<file path="config.mk">
export PLATFORM = sky130hd
export DESIGN_NAME = trap_csr
export DESIGN_NICKNAME = d
export VERILOG_FILES = /design/src/rtl/trap_csr.sv
export SDC_FILE = /design/constraint.sdc
export NUM_CORES = 1
export LEC_CHECK = 0
export BUFFER_PORTS_ARGS = -buffer_cell sky130_fd_sc_hd__buf_2
export CAP_MARGIN = 20
export CORE_MARGIN = 2
export CORE_UTILIZATION = 53
export DETAILED_ROUTE_END_ITERATION = 8
export GPL_TIMING_DRIVEN = 0
export PLACE_DENSITY = 0.83
export SYNTH_ARGS = -nofsm -noshare
export SYNTH_HDL_FRONTEND = slang
export SYNTH_SLANG_ARGS = --single-unit
</file>
<file path="constraint.sdc">
create_clock -name clk -period 2.1 [get_ports clk]
set_input_delay 0.21 -clock clk [delete_from_list [all_inputs] [get_ports clk]]
set_output_delay 0.21 -clock clk [all_outputs]
set_load 0.01 [all_outputs]
</file>
<file path="src/rtl/trap_csr.sv">
// Machine-mode trap CSR unit: holds mstatus/mie/mtvec/mscratch/mepc/mcause/mip,
// arbitrates interrupt sources into one held request and records traps from the PC unit.
module trap_csr #(
  parameter int                 PC_SIZE   = 32,
  parameter logic [PC_SIZE-1:0] MTVEC_RST = 32'h0000_0100
) (
  input  logic               clk,
  input  logic               rst_n,
  input  logic               trap_i_ext_irq,
  input  logic               trap_i_sft_irq,
  input  logic               trap_i_tmr_irq,
  output logic               trap_o_interrupt,
  input  logic               trap_i_interrupt_ack,
  input  logic               trap_i_vld_4irqexcp,
  input  logic [PC_SIZE-1:0] trap_i_wbck_epc,
  input  logic               trap_i_excp,
  input  logic [3:0]         trap_i_excp_code,
  input  logic               trap_i_mret,
  output logic               trap_o_mret_flush,
  output logic [PC_SIZE-1:0] trap_o_mret_pc,
  output logic [PC_SIZE-1:0] trap_o_mtvec,
  input  logic               csr_i_ena,
  input  logic               csr_i_wr,
  input  logic [11:0]        csr_i_addr,
  input  logic [PC_SIZE-1:0] csr_i_wdata,
  output logic [PC_SIZE-1:0] csr_o_rdata,
  output logic               csr_o_ill
);

  localparam logic [11:0] ADDR_MSTATUS  = 12'h300;
  localparam logic [11:0] ADDR_MIE      = 12'h304;
  localparam logic [11:0] ADDR_MTVEC    = 12'h305;
  localparam logic [11:0] ADDR_MSCRATCH = 12'h340;
  localparam logic [11:0] ADDR_MEPC     = 12'h341;
  localparam logic [11:0] ADDR_MCAUSE   = 12'h342;
  localparam logic [11:0] ADDR_MIP      = 12'h344;

  typedef enum logic {IDLE, PEND} irq_state_t;

  irq_state_t         state, state_next;
  logic [3:0]         irq_code, irq_code_next;
  logic               mstatus_mie, mstatus_mpie;
  logic               mie_ext, mie_tmr, mie_sft;
  logic               mip_ext, mip_tmr, mip_sft;
  logic [PC_SIZE-1:0] mtvec, mscratch, mepc, mcause;
  logic [PC_SIZE-1:0] rdata;
  logic               addr_ok;
  logic               wr_en;
  logic               trap_rec;
  logic               pend_ext, pend_tmr, pend_sft;

  assign wr_en    = csr_i_ena & csr_i_wr;
  assign trap_rec = trap_i_vld_4irqexcp;
  assign pend_ext = mip_ext & mie_ext;
  assign pend_tmr = mip_tmr & mie_tmr;
  assign pend_sft = mip_sft & mie_sft;

  always_comb begin
    rdata   = '0;
    addr_ok = 1'b1;
    case (csr_i_addr)
      ADDR_MSTATUS: begin
        rdata[3] = mstatus_mie;
        rdata[7] = mstatus_mpie;
      end
      ADDR_MIE: begin
        rdata[3]  = mie_sft;
        rdata[7]  = mie_tmr;
        rdata[11] = mie_ext;
      end
      ADDR_MTVEC:    rdata = mtvec;
      ADDR_MSCRATCH: rdata = mscratch;
      ADDR_MEPC:     rdata = mepc;
      ADDR_MCAUSE:   rdata = mcause;
      ADDR_MIP: begin
        rdata[3]  = mip_sft;
        rdata[7]  = mip_tmr;
        rdata[11] = mip_ext;
      end
      default: addr_ok = 1'b0;
    endcase
  end

  assign csr_o_rdata = rdata;
  assign csr_o_ill   = csr_i_ena & ~addr_ok;

  // Once pending, the latched cause is frozen until the trap is recorded or cancelled.
  always_comb begin
    state_next    = state;
    irq_code_next = irq_code;
    case (state)
      IDLE: begin
        if (mstatus_mie & (pend_ext | pend_tmr | pend_sft)) begin
          state_next = PEND;
          if (pend_ext)      irq_code_next = 4'd11;
          else if (pend_sft) irq_code_next = 4'd3;
          else               irq_code_next = 4'd7;
        end
      end
      PEND: begin
        if ((trap_i_interrupt_ack & trap_i_vld_4irqexcp) | (trap_i_excp & ~trap_i_interrupt_ack))
          state_next = IDLE;
      end
      default: state_next = IDLE;
    endcase
  end

  always_ff @(posedge clk or negedge rst_n) begin
    if (!rst_n) begin
      state    <= IDLE;
      irq_code <= '0;
      mip_ext  <= 1'b0;
      mip_tmr  <= 1'b0;
      mip_sft  <= 1'b0;
    end else begin
      state    <= state_next;
      irq_code <= irq_code_next;
      mip_ext  <= trap_i_ext_irq;
      mip_tmr  <= trap_i_tmr_irq;
      mip_sft  <= trap_i_sft_irq;
    end
  end

  // Trap record beats mret, which beats a software write of mstatus.
  always_ff @(posedge clk or negedge rst_n) begin
    if (!rst_n) begin
      mstatus_mie  <= 1'b0;
      mstatus_mpie <= 1'b0;
    end else if (trap_rec) begin
      mstatus_mpie <= mstatus_mie;
      mstatus_mie  <= 1'b0;
    end else if (trap_i_mret) begin
      mstatus_mie  <= mstatus_mpie;
      mstatus_mpie <= 1'b1;
    end else if (wr_en && csr_i_addr == ADDR_MSTATUS) begin
      mstatus_mie  <= csr_i_wdata[3];
      mstatus_mpie <= csr_i_wdata[7];
    end
  end

  always_ff @(posedge clk or negedge rst_n) begin
    if (!rst_n) begin
      mepc   <= '0;
      mcause <= '0;
    end else if (trap_rec) begin
      mepc <= {trap_i_wbck_epc[PC_SIZE-1:1], 1'b0};
      if (trap_i_interrupt_ack)
        mcause <= {1'b1, {(PC_SIZE-5){1'b0}}, irq_code};
      else
        mcause <= {{(PC_SIZE-4){1'b0}}, trap_i_excp_code};
    end else if (wr_en) begin
      if (csr_i_addr == ADDR_MEPC)   mepc   <= {csr_i_wdata[PC_SIZE-1:1], 1'b0};
      if (csr_i_addr == ADDR_MCAUSE) mcause <= csr_i_wdata;
    end
  end

  always_ff @(posedge clk or negedge rst_n) begin
    if (!rst_n) begin
      mie_ext  <= 1'b0;
      mie_tmr  <= 1'b0;
      mie_sft  <= 1'b0;
      mtvec    <= MTVEC_RST;
      mscratch <= '0;
    end else if (wr_en) begin
      if (csr_i_addr == ADDR_MIE) begin
        mie_ext <= csr_i_wdata[11];
        mie_tmr <= csr_i_wdata[7];
        mie_sft <= csr_i_wdata[3];
      end
      if (csr_i_addr == ADDR_MTVEC)    mtvec    <= {csr_i_wdata[PC_SIZE-1:2], 2'b00};
      if (csr_i_addr == ADDR_MSCRATCH) mscratch <= csr_i_wdata;
    end
  end

  assign trap_o_interrupt  = (state == PEND);
  assign trap_o_mret_flush = trap_i_mret;
  assign trap_o_mret_pc    = mepc;
  assign trap_o_mtvec      = mtvec;

endmodule

</file>
== After elaboration in Yosys (flattened, before gate mapping) ==
Index checks and enable logic that the tools add are counted.
Storage, ports and cells
  logic and storage cells: 73
  output and inout bits: 99
  input port bits: 91
  bits in registers: 139
Cells by class
  reductions and logical operators: 12
  equality and inequality tests: 7
  multiplexer cells: 26
  bitwise logic cells: 14
Operators with widths (count)
  $mux 32: 7
  $eq 12x10->1 const B: 7
  $pmux 20 s4: 1
  $pmux 3 s4: 3
  $pmux 1 s7: 2
  $reduce_and 2->1: 6
  $mux 1: 9
  $and 1x1->1: 8
  $reduce_or 7->1: 1
  $pmux 1 s6: 1
  $reduce_bool 2->1: 3
  $mux 4: 1
  $mux 3: 1
  $not 1->1: 3
  $or 1x1->1: 3
  $reduce_bool 3->1: 1
  $pmux 1 s2: 1
  $logic_and 1x1->1: 1

== Depth between registers and ports, before layout ==
  depth after elaboration: 6
  depth in mapped cells: 7
  gate-level depth less buffers: 4

== Worst setup path after synthesis ==
No wires, ideal clock.
  kind: input-to-output
  from: in csr_i_addr[2]
  to: out csr_o_rdata[10]
  required time: 1.890 ns
  arrival time: 1.767 ns
  path buffers: 3
  setup slack: 0.123 ns
  stages on the path: 6
  cells stage by stage: clkbuf_1 > or3b_1 > clkbuf_1 > or3_1 > clkbuf_1 > o21ai_0
On the way
  word-level cells in the longest chain between the ends: 2
  elaborated cells between the ends (all ways): 5
  those cells by class: eq/ne (4); mux (1)
RTL lines
  start: declaration: RTL line 24  | input logic [11:0] csr_i_addr,
  $eq 12x10->1: RTL line 61  | case (csr_i_addr)
  $pmux 3 s4 *: RTL line 61
  end: declaration: RTL line 26  | output logic [PC_SIZE-1:0] csr_o_rdata,
Mark *: on every way between the ends. The rest lies on a longest branch, timed or not.

== Worst setup path in the final report ==
  from: in csr_i_addr[7]
  to: reg mscratch[3]
On the way
  word-level cells in the longest chain between the ends: 2
RTL lines
  $eq 12x10->1: RTL line 171  | if (csr_i_addr == ADDR_MSCRATCH) mscratch <= csr_i_wdata;
  $reduce_and 2->1 (no line)
  end signal: assignment: RTL line 171
  end: declaration: RTL line 45  | logic [PC_SIZE-1:0] mtvec, mscratch, mepc, mcause;
No other way between the ends.
A chain may end at the register's enable or synchronous reset.

==> results.cfg <==
[run_status]
status = complete, but fails checks
violations = negative setup slack

[routing]
drc = 0
first_pass_iters = 8
num_vias = 5895
wl_per_cell_um = 22.33
viasPerCell = 6.121
drtIter0Drc = 545
antenna_left = 0
totalWireLength_mm = 21.50

[flow_run]
cap_violations = 0

[clocking]
cts-buffers-inserted = 17
clockRootBuffer = clkbuf_16
clk_pin_slew_worst_paths_ns = 0.06
cts_tree = yes
cts_max_path_buffers = 2
clock-sinks = 137
clk_latency_ns = 0.42
cts_max_level = 4

[global_route]
antenna_found_initial = 1
grt_max_degree = 80
grt_pass1_vias = 5988
grt_usage = 0.3210
grt_overflow_total = 0
grt_pass1_wl_mm = 32.46

[logic_synthesis]
synthFlopType = dfrtp_1
yosysMostFrequentCell = dfrtp_1
yosysSeqAreaShare = 0.5094
yosys.cell_types.count = 52
yosys-top-cells-area = dfrtp_1 (51%), mux2_2 (11%), mux2i_1 (5.4%)
avgSynthCellArea_sq_um = 11.90
yosys_register_bits = 137
yosys.area.top_type = dfrtp_1
yosys.area.top_type_share = 0.5055
yosys-top-cells-count = dfrtp_1 (136), mux2_2 (65), mux2i_1 (36), o21ai_0 (36), nor2b_1 (35)
synthArstFlopShare = 1.000
yosys_warnings = 0
netlist_area_sq_um = 6733
synthCells = 566
synth_edf_count = 0

[worst_setup_path]
cp-start-kind = input port
critPathKind = in2reg
cp_cell_sequence = buf_2 > or4_4 > buf_4 > nor4_4 > buf_2 > mux2_2
end_kind = flip-flop
critPathMaxFanout = 10
crit_path_frequent_cell = buf_2
crit_slowest_cell = or4_4
arrival_ns = 2.42
worstPathRequired_ns = 2.40
cp_slowest_stage_delay_ns = 0.58

[placed_design]
port_buffers = 181
place_congestion = 0.9050
hpwl_mm = 14.82

[floorplanning]
num_io_pins = 190
placementRows = 41
dieHeight_um = 116.7
initial_core_util = 0.5379
core_area_sq_um = 12520
die_area_sq_um = 13620
dieWidth_um = 116.7

[timing]
rsz0062_at_grt = yes
setup_viol = 8
worstMarginPinSlew_ns = 0.8931
slew_headroom = 0.4046
period_minus_slack_ns = 2.116
setup_slack_ns = -0.01643
fin_skew_ns = 0.004450
max_freq_ghz = 0.4725
period_share = 1.008
whs_ns = 0.01629
finalMaxSlewViolations = 0
final_hold_viol_count = 0

[power]
p_sw_frac = 0.2518
internal-power_mw = 4.672
power_density_nw_per_um2 = 721.3
pwr-share-clk = 0.454
power_frac_comb = 0.101
cellLeakagePower_nw = 4.358
ir_worst_vdd_mv = 0.4971
p_switching_mw = 1.572
p_total_mw = 6.244
power_frac_seq = 0.445

[layout]
drive_above_1_share = 0.4147
diodes = 0
fillCellCount = 966
area_growth_pct = 28.58
layout.nets = 869

[worst_hold_path]
hold_class = in2reg
==> critical path: cells and delay by family <==
family | cells | cell delay, ns
AND/OR/NAND/NOR | 2 | 1.10
buffers and inverters | 3 | 0.72
multiplexers | 1 | 0.38
==> stage by stage <==
step	cell area (sq um)	util	setup slack, ns	cells	TNS, ns
2_1_floorplan	6740	-	0.1228	568	0
3_3_place_gp	7861	0.6280	-0.9542	921	-165.48
3_5_place_dp	7895	0.6307	-0.5716	922	-39.82
4_1_cts	8600	0.6870	-0.001793	958	-0.002254
5_1_grt	8657	0.6916	-0.01695	963	-0.1704
6_report	8657	0.6916	-0.01643	963	-0.05745
==> layout make-up <==
| cell class | instances | area, sq um | share of cell area |
|---|---|---|---|
| plain buffers | 50 | 281.5 | 0.03252 |
| clock buffers | 20 | 456.7 | 0.05275 |
| clock inverters | 12 | 100.1 | 0.01156 |
| inverters | 3 | 11.26 | 0.001301 |
| multi-input cells | 376 | 3131 | 0.3616 |
| flip-flops and latches | 137 | 3430 | 0.3962 |
| well taps | 172 | 215.2 | 0.02486 |
| repair buffers | 193 | 1032 | 0.1192 |
==> power by group through the flow <==
| stage | sequential (mW) | clock [mW] | combinational, mW |
|---|---|---|---|
| 2_1_floorplan | 2.83 | 0 | 0.265 |
| 3_3_place_gp | 2.82 | 0 | 0.570 |
| 3_5_place_dp | 2.82 | 0 | 0.598 |
| 4_1_cts | 2.78 | 2.84 | 0.619 |
| 5_1_grt | 2.78 | 2.98 | 0.686 |
| 6_report | 2.78 | 2.84 | 0.632 |
==> placed cells by master (no fill, tap or decap), types with 4 or more instances in the layout <==
cell and n:
buf_2 188, dfrtp_1 136, mux2_2 65, mux2i_1 36, nor2b_1 35, a221o_1 32
nor3b_1 32, a22o_1 28, a22oi_1 25, o21ai_0 24, clkbuf_1 23, nand2_1 17
clkbuf_16 17, buf_4 16, nor2_1 11, o21ai_1 10, a21oi_1 7, mux2_1 7
clkinv_2 6, clkbuf_8 5, clkbuf_2 4, clkbuf_4 4, dlygate4sd3_1 4
==> worst paths after layout <==
path	slack (ns)	from	cells past startpoint	end
worst max-delay path	-0.02	csr_i_addr[7]	6	mscratch[3]
worst min register to register	0.48	mcause[3]	2	mcause[3]
max in group asynchronous	0.98	rst_n	3	trap_o_mtvec[8]
min in group asynchronous	0.33	rst_n	2	trap_o_mtvec[6]
worst min-delay path	0.02	trap_i_wbck_epc[14]	2	trap_o_mret_pc[14]
worst max register to register	0.81	mie_ext	3	irq_code[1]
==> repair_timing <==
| item | CTS | global route |
|---|---|---|
| resized for setup | 35 | 14 |
| endpoints found under the setup margin | 34 | 29 |
| hold endpoints to repair | 61 | 0 |
| hold buffers | 4 | 0 |
| pin swaps | 1 | 3 |
| buffers inserted | 1 | 6 |
==> metal layers <==
metal	vias to the layer above	global-route usage	part of all wire
met1	2940	0.4159	0.40
met2	353	0.5025	0.48
li1	2548	-	-
met5	-	0	0.00033
met4	2	0.1663	0.033
met3	52	0.07940	0.087
==> registers in the layout, indices dropped and copies added (netlist names) <==
name	flops
mip_sft	1
trap_o_mret_pc	31
mip_ext	1
trap_o_interrupt	1
mstatus_mpie	1
mcause	32
mscratch	32
mie_sft	1
mie_ext	1
mstatus_mie	1
mie_tmr	1
trap_o_mtvec	30
mip_tmr	1
irq_code	3
==> cell families (layout without fill, tap and decap cells) <==
group                  after synthesis  after routing  share of synthesized area
other                                1              3                  0.0005570
AND/OR/NAND/NOR                    124            124                     0.1195
buffers and inverters               55            278                    0.03624
multiplexers                       108            108                     0.1739
AO/OA/AOI/OAI                      141            141                     0.1604
flip-flops                         137            137                     0.5094
(Power assumes the default switching activity.)
